<file path="src/rtl/key_event_fsm_if.sv">
// ---------------------------------------------------------------------------
// key_event_fsm_if
// Handshake bundle between the PS/2 receive FIFO and the key event decoder.
//   data       : scan-code byte at the FIFO head, valid while ready=1
//   ready      : FIFO non-empty
//   overflow   : FIFO overflow indication
//   nextdata_n : active-low pop strobe driven by the consumer
// master = FIFO side, slave = decoder side.
// ---------------------------------------------------------------------------
interface key_event_fsm_if;
  logic [7:0] data;
  logic       ready;
  logic       overflow;
  logic       nextdata_n;

  modport master (output data, ready, overflow, input nextdata_n);
  modport slave  (input data, ready, overflow, output nextdata_n);
endinterface

</file>
<file path="src/rtl/key_event_fsm.sv">
// ---------------------------------------------------------------------------
// key_event_fsm
// Decodes PS/2 set-2 scan codes popped from a receive FIFO into key press /
// release events for a single held key.
//
// Build option: define KEY_EVENT_EXT_EN to decode E0-prefixed (extended)
// keys. Without it, E0 bytes are popped and dropped and key_ext is tied 0.
//
// Ports
//   clk           : system clock, rising edge
//   clrn          : asynchronous active-low reset
//   fifo          : FIFO handshake (key_event_fsm_if.slave)
//   key_code      : make code of the most recently pressed key
//   key_valid     : key_code is currently held
//   key_ext       : held/last key carried an E0 prefix
//   key_count     : distinct presses, modulo 256
//   press_pulse   : one-cycle strobe on each counted press
//   release_pulse : one-cycle strobe on release of the held key
//   ovf_seen      : sticky FIFO overflow flag
//
// state   | meaning
// IDLE    | no prefix pending; next code byte is a make
// BRK     | F0 seen; next code byte is a break
// EXT     | E0 seen; next code byte is an extended make
// EXT_BRK | E0 then F0 seen; next code byte is an extended break
// ---------------------------------------------------------------------------
module key_event_fsm (
  input  logic                  clk,
  input  logic                  clrn,
  key_event_fsm_if.slave        fifo,
  output logic [7:0]            key_code,
  output logic                  key_valid,
  output logic                  key_ext,
  output logic [7:0]            key_count,
  output logic                  press_pulse,
  output logic                  release_pulse,
  output logic                  ovf_seen
);

  localparam logic [7:0] CODE_BRK = 8'hF0;
  localparam logic [7:0] CODE_EXT = 8'hE0;

`ifdef KEY_EVENT_EXT_EN
  typedef enum logic [1:0] {IDLE, BRK, EXT, EXT_BRK} state_t;
`else
  typedef enum logic {IDLE, BRK} state_t;
`endif

  state_t     state_q;
  logic       nextdata_n_q;
  logic [7:0] key_code_q;
  logic [7:0] key_count_q;
  logic       key_valid_q;
  logic       press_q;
  logic       release_q;
  logic       ovf_q;

  logic pop;
  logic is_break;
  logic cur_ext;
  logic same_key;

  // A pop can only be taken when the previous cycle was not itself a pop,
  // which enforces the two-cycle byte spacing.
  assign pop = fifo.ready & nextdata_n_q;

`ifdef KEY_EVENT_EXT_EN
  logic key_ext_q;
  assign is_break = (state_q == BRK) || (state_q == EXT_BRK);
  assign cur_ext  = (state_q == EXT) || (state_q == EXT_BRK);
  assign key_ext  = key_ext_q;
`else
  assign is_break = (state_q == BRK);
  assign cur_ext  = 1'b0;
  assign key_ext  = 1'b0;
`endif

  // Current byte names the key that is held right now (same code and prefix).
  assign same_key = key_valid_q && (fifo.data == key_code_q) && (cur_ext == key_ext);

  always_ff @(posedge clk or negedge clrn) begin
    if (!clrn) begin
      state_q      <= IDLE;
      nextdata_n_q <= 1'b1;
      key_code_q   <= 8'h00;
      key_count_q  <= 8'h00;
      key_valid_q  <= 1'b0;
      press_q      <= 1'b0;
      release_q    <= 1'b0;
      ovf_q        <= 1'b0;
`ifdef KEY_EVENT_EXT_EN
      key_ext_q    <= 1'b0;
`endif
    end else begin
      nextdata_n_q <= ~pop;
      press_q      <= 1'b0;
      release_q    <= 1'b0;
      if (fifo.overflow) begin
        ovf_q <= 1'b1;
      end
      if (pop) begin
        if (fifo.data == CODE_BRK) begin
          case (state_q)
            IDLE:    state_q <= BRK;
`ifdef KEY_EVENT_EXT_EN
            EXT:     state_q <= EXT_BRK;
`endif
            default: state_q <= state_q;
          endcase
        end else if (fifo.data == CODE_EXT) begin
`ifdef KEY_EVENT_EXT_EN
          state_q <= EXT;
`endif
        end else begin
          state_q <= IDLE;
          if (is_break) begin
            // Breaks for keys other than the held one are dropped.
            if (same_key) begin
              key_valid_q <= 1'b0;
              release_q   <= 1'b1;
            end
          end else if (!same_key) begin
            // A make equal to the held key is typematic repeat and is ignored.
            key_code_q  <= fifo.data;
            key_valid_q <= 1'b1;
            key_count_q <= key_count_q + 8'd1;
            press_q     <= 1'b1;
`ifdef KEY_EVENT_EXT_EN
            key_ext_q   <= cur_ext;
`endif
          end
        end
      end
    end
  end

  assign fifo.nextdata_n = nextdata_n_q;
  assign key_code        = key_code_q;
  assign key_valid       = key_valid_q;
  assign key_count       = key_count_q;
  assign press_pulse     = press_q;
  assign release_pulse   = release_q;
  assign ovf_seen        = ovf_q;

endmodule
</file>
<file path="src/flat_wrapper.sv">
// flat-port wrapper written by rule: the top's interface ports become plain ports
module key_event_fsm_flat 
  (clk, clrn, key_code, key_valid, key_ext, key_count, press_pulse, release_pulse, ovf_seen, fifo_data, fifo_ready, fifo_overflow, fifo_nextdata_n);
  key_event_fsm_if fifo_i ();
  input  logic clk;
  input  logic clrn;
  output logic [7:0] key_code;
  output logic key_valid;
  output logic key_ext;
  output logic [7:0] key_count;
  output logic press_pulse;
  output logic release_pulse;
  output logic ovf_seen;
  input wire logic [$bits(fifo_i.data)-1:0] fifo_data;
  input wire logic [$bits(fifo_i.ready)-1:0] fifo_ready;
  input wire logic [$bits(fifo_i.overflow)-1:0] fifo_overflow;
  output wire logic [$bits(fifo_i.nextdata_n)-1:0] fifo_nextdata_n;
  assign fifo_i.data = fifo_data;
  assign fifo_i.ready = fifo_ready;
  assign fifo_i.overflow = fifo_overflow;
  assign fifo_nextdata_n = fifo_i.nextdata_n;
  key_event_fsm u_core (.clk(clk), .clrn(clrn), .fifo(fifo_i), .key_code(key_code), .key_valid(key_valid), .key_ext(key_ext), .key_count(key_count), .press_pulse(press_pulse), .release_pulse(release_pulse), .ovf_seen(ovf_seen));
endmodule
</file>
<file path="config.mk">
export PLATFORM = sky130hd
export DESIGN_NAME = key_event_fsm_flat
export DESIGN_NICKNAME = d
export VERILOG_FILES = /design/src/rtl/key_event_fsm_if.sv /design/src/rtl/key_event_fsm.sv /design/src/flat_wrapper.sv
export SDC_FILE = /design/constraint.sdc
export NUM_CORES = 1
export LEC_CHECK = 0
export BUFFER_PORTS_ARGS = -buffer_cell sky130_fd_sc_hd__buf_4
export CAP_MARGIN = 30
export CORE_MARGIN = 5
export CORE_UTILIZATION = 45
export DETAILED_ROUTE_END_ITERATION = 7
export PLACE_DENSITY_LB_ADDON = 0.2
export SKIP_CTS_REPAIR_TIMING = 1
export SLEW_MARGIN = 40
export SYNTH_ARGS = -nofsm -noshare
export SYNTH_HDL_FRONTEND = slang
export SYNTH_SLANG_ARGS = --single-unit
export TNS_END_PERCENT = 20
</file>
<file path="constraint.sdc">
create_clock -name clk -period 2.3 [get_ports clk]
set_input_delay 0.23 -clock clk [delete_from_list [all_inputs] [get_ports clk]]
set_output_delay 0.23 -clock clk [all_outputs]
set_load 0.01 [all_outputs]
</file>
== Yosys cells after proc, flatten, opt, wreduce, memory -nomap -nowiden ==
Cells that the tools add are included.
Operators by class
  reduce and logical (&&, ||, !) cells: 4
  muxes and demuxes: 15
  add/subtract/negate cells: 1
  eq/ne operators: 6
  bitwise gates (word level): 6
Operators with widths (number)
  8-bit == test, second input constant: 2
  1-bit 2-to-1 mux: 15
  5-bit AND reduction: 2
  8-bit by 1-bit adder with 8-bit output, second input constant: 1
  8-bit == test: 1
  1-bit inverter: 5
  2-bit by 1-bit != test with 1-bit output, second input constant: 2
  2-bit != test, second input constant: 1
  2-bit AND reduction: 1
  1-bit AND: 1
  1-bit logical AND: 1
Word-level totals
  register bits after elaboration: 22
  logic and storage cells: 40
  output and inout port bits: 22

== Longest topological paths before layout ==
  depth in word-level cells: 7
  depth in mapped cells: 8

== Least setup slack after synthesis ==
OpenSTA, ideal clock, no wires.
  kind: flip-flop to flip-flop
  from: register u_core.key_code_q[1] (netlist: u_core.key_code[1])
  to: register u_core.key_code_q[1] (netlist: u_core.key_code[1])
  arrival time: 1.806 ns
  setup slack: 0.369 ns
  data required time: 2.175 ns
  cell stages (with the launch flop): 8
  path buffers: 1
  cells stage by stage: dfrtp_1 xnor2_1 nand2_1 or3_1 ha_1 o2111a_2 buf_6 mux2_4
Between the ends
  longest elaborated chain between the ends: 4
Ends and longest elaborated chain
  start, declared: RTL line key_event_fsm.sv:51  | logic [7:0] key_code_q;
  start signal, assigned: RTL line key_event_fsm.sv:124  | key_code_q <= fifo.data;
  8-bit == test: RTL line key_event_fsm.sv:79  | assign same_key = key_valid_q && (fifo.data == key_code_q) && (cur_ext == key_ext);
  1-bit logical AND: RTL line key_event_fsm.sv:79
  1-bit inverter (no source line)
  5-bit AND reduction (no source line)
No other way between the ends.
A chain may end at the register's enable or synchronous reset.

== Worst setup path after layout ==
  from: register u_core.key_code_q[7] (netlist: u_core.key_code[7])
  to: register u_core.key_code_q[2] (netlist: u_core.key_code[2])
Same word-level chain as after synthesis.

==> flow_summary.json <==
{
  "synth_top_area_share": 0.515,
  "drt-initial-drc-count": 8,
  "die_x_um": 57.6,
  "ys.flop_type": "dfrtp_1",
  "endpoint_kind": "flop",
  "ys_types": 25,
  "postRouteWirelength_um": 2090,
  "path_buf_inv": 0,
  "path_cells": "xnor2_1, nand3_1, or3_1, ha_1, o2111a_2, mux2_4",
  "p_int_w": 0.000801,
  "grt_first_pass_wirelength_um": 3530,
  "gr-usage-met3": 0.0317,
  "cts-root-buf": "clkbuf_4",
  "worstSetupPathDepth": 6,
  "grt_use_met1": 0.174,
  "worstSkewPairLatency_ps": 300,
  "synth_edf_count": 0,
  "vias": 691,
  "rsz0062_at_grt": "no",
  "max_cap_violations": 0,
  "critPathTopFamily": "simple AND/OR/NAND/NOR gates",
  "p_seq_frac": 0.490,
  "pwr-share-clk": 0.176,
  "async_flop_share": 1.00,
  "grt-ovfl-total": 0,
  "syn-cell-area_um2": 1020,
  "critPathMaxFanout": 14,
  "clkTransAtPathRegs_ps": 120,
  "vias_per_cell": 4.83,
  "yosysTopAreaCell": "dfrtp_1",
  "period_share": 0.878,
  "area_delta_synth_final_pct": 29.7,
  "r2r_cells": 6,
  "num-nets-final": 131,
  "grt_max_degree": 23,
  "ant_nets": 0,
  "power.leakage_nw": 0.630,
  "n_antenna_cell": 0,
  "grt_pass1_vias": 740,
  "finalSetupViolCount": 0,
  "drcViolationCount": 0,
  "syn_inst": 80,
  "place_hpwl_um": 1680,
  "outcome": "finished, final reports clean",
  "drive_above_1_share": 0.417,
  "rows": 17,
  "skew_ps": 4.08,
  "syn_avg_cell_area_um2": 12.7,
  "p_per_area_nw_per_um2": 889,
  "holdPathStages": 2,
  "numPortBuffers": 32,
  "synth-seq-cells": 22,
  "p_total_w": 0.00118,
  "crit_type": "reg2reg",
  "numCtsBuffers": 3,
  "clock_sinks": 22,
  "die_h_um": 57.6,
  "htreeDepth": 1,
  "fin_crit_ps": 2020,
  "synth_commonest_cells": "dfrtp_1, xnor2_1, mux2_4, nand2_1",
  "ir_drop_uv": 592,
  "dieArea_um2": 3320,
  "grt_most_used_layer": "met2",
  "cp.required_ps": 2490,
  "tritoncts": "yes",
  "critPathMaxStageDelay_ps": 420,
  "comb_power_share": 0.334,
  "met2_usage": 0.234,
  "yosys_warnings": 0,
  "core_area_um2": 2190,
  "place_congestion": 0.772,
  "antenna_found_initial": 0,
  "cp.arrival_ps": 2210,
  "start_kind": "flop",
  "hold_viol": 0,
  "hp-class": "in2reg",
  "cpMaxStageDelayCell": "dfrtp_1",
  "fin_util": 0.604,
  "yosysSeqAreaShare": 0.541,
  "swShare": 0.319,
  "grt_use_total": 0.137,
  "initial_utilization": 0.465,
  "pin_count": 34,
  "firstDrtPassIters": 3,
  "synth_area_leaders": "dfrtp_1, xnor2_1, mux2_4",
  "synth_nets": 95,
  "drv_slew": 0,
  "switching_power_w": 0.000375,
  "setup_tns_ps": 0,
  "cts.path.max_buffers": 2,
  "wl_per_cell_um": 14.6,
  "yosysMostFrequentCell": "dfrtp_1",
  "max_freq_ghz": 0.495
}
metal layers:
metal	vias up	wire length, µm	part of all wire
met5	-	0	0
met4	0	15	0.0072
met3	2	125	0.060
met2	22	1040	0.50
met1	326	906	0.43
li1	341	-	-
power by group through the flow:
| stage | combinational [W] | sequential, W | clock [W] |
|---|---|---|---|
| CTS | 0.000401 | 0.000577 | 0.000218 |
| floorplan | 0.000169 | 0.000604 | 0 |
| finish | 0.000393 | 0.000576 | 0.000207 |
| detailed placement | 0.000399 | 0.000583 | 0 |
| global route | 0.000432 | 0.000595 | 0.000234 |
| global placement | 0.000386 | 0.000580 | 0 |
flip-flops by register name (all words and copies together), names as in the netlist:
name and flops:
u_core.ovf_seen 1, u_core.press_pulse 1, u_core.is_break 1, u_core.release_pulse 1, u_core.key_code 8, u_core.key_count 8, u_core.key_valid 1, u_core.fifo.nextdata_n 1
metrics by stage:
step	hold WS (ps)	setup WS, ps	cell area, µm²	cells
final	83.2	280	1320	143
after detailed placement	132	291	1280	138
after CTS	-207	267	1310	142
after global placement	130	343	1280	138
after global routing	76.1	164	1320	143
after floorplan	-65.6	369	1020	80
cell families (layout without fill, tap and decap cells):
kind of cell,after synthesis,in the layout,share of synthesized area
DFF,22,22,0.541
buffers and inverters,5,40,0.0294
other,1,1,0.00368
and+or+nand+nor,20,20,0.103
adders and majority gates,3,3,0.0368
muxes,9,9,0.118
AOI/OAI and AO/OA,5,5,0.0393
xor gates and xnor gates,15,15,0.129
placed cells by master (no fill, tap or decap):
cell type      synthesis  layout
a21boi_0               1       1
and3_1                 1       1
buf_4                  1      32
clkbuf_4               0       3
clkbuf_8               0       1
conb_1                 1       1
dfrtp_1               21      21
dfstp_2                1       1
dlygate4sd3_1          0       1
ha_1                   3       3
inv_1                  3       3
mux2_2                 4       4
mux2_4                 5       5
nand2_1                5       5
nand3_1                2       2
nand4_1                4       4
nand4b_1               1       1
nor2_1                 2       2
nor3_1                 2       2
o2111a_2               1       1
o21ai_0                1       1
o21bai_1               1       1
o31ai_1                1       1
or2_2                  1       1
or3_1                  2       2
xnor2_1               11      11
xor2_1                 4       4
worst paths after layout:
check	start	end	slack [ps]
worst min register to register	u_core.key_count[7]$_DFFE_PN0P_	u_core.key_count[7]$_DFFE_PN0P_	480
worst max-delay path	u_core.key_code[7]$_DFFE_PN0P_	u_core.key_code[2]$_DFFE_PN0P_	280
worst max register to register	u_core.key_code[7]$_DFFE_PN0P_	u_core.key_code[2]$_DFFE_PN0P_	280
worst min-delay path	fifo_ready	u_core.fifo.nextdata_n$_DFF_PN1_	80
max in group asynchronous	clrn	u_core.fifo.nextdata_n$_DFF_PN1_	1700
min in group asynchronous	clrn	u_core.key_valid$_DFFE_PN0P_	330
cell type report:
type	count	area, µm²
sequential	22	552
multi-input combinational	53	438
inverter	3	11.3
clock buffer	4	36.3
tap	28	35.0
timing repair buffer	33	250
fill	175	868
(Power assumes the default switching activity.)
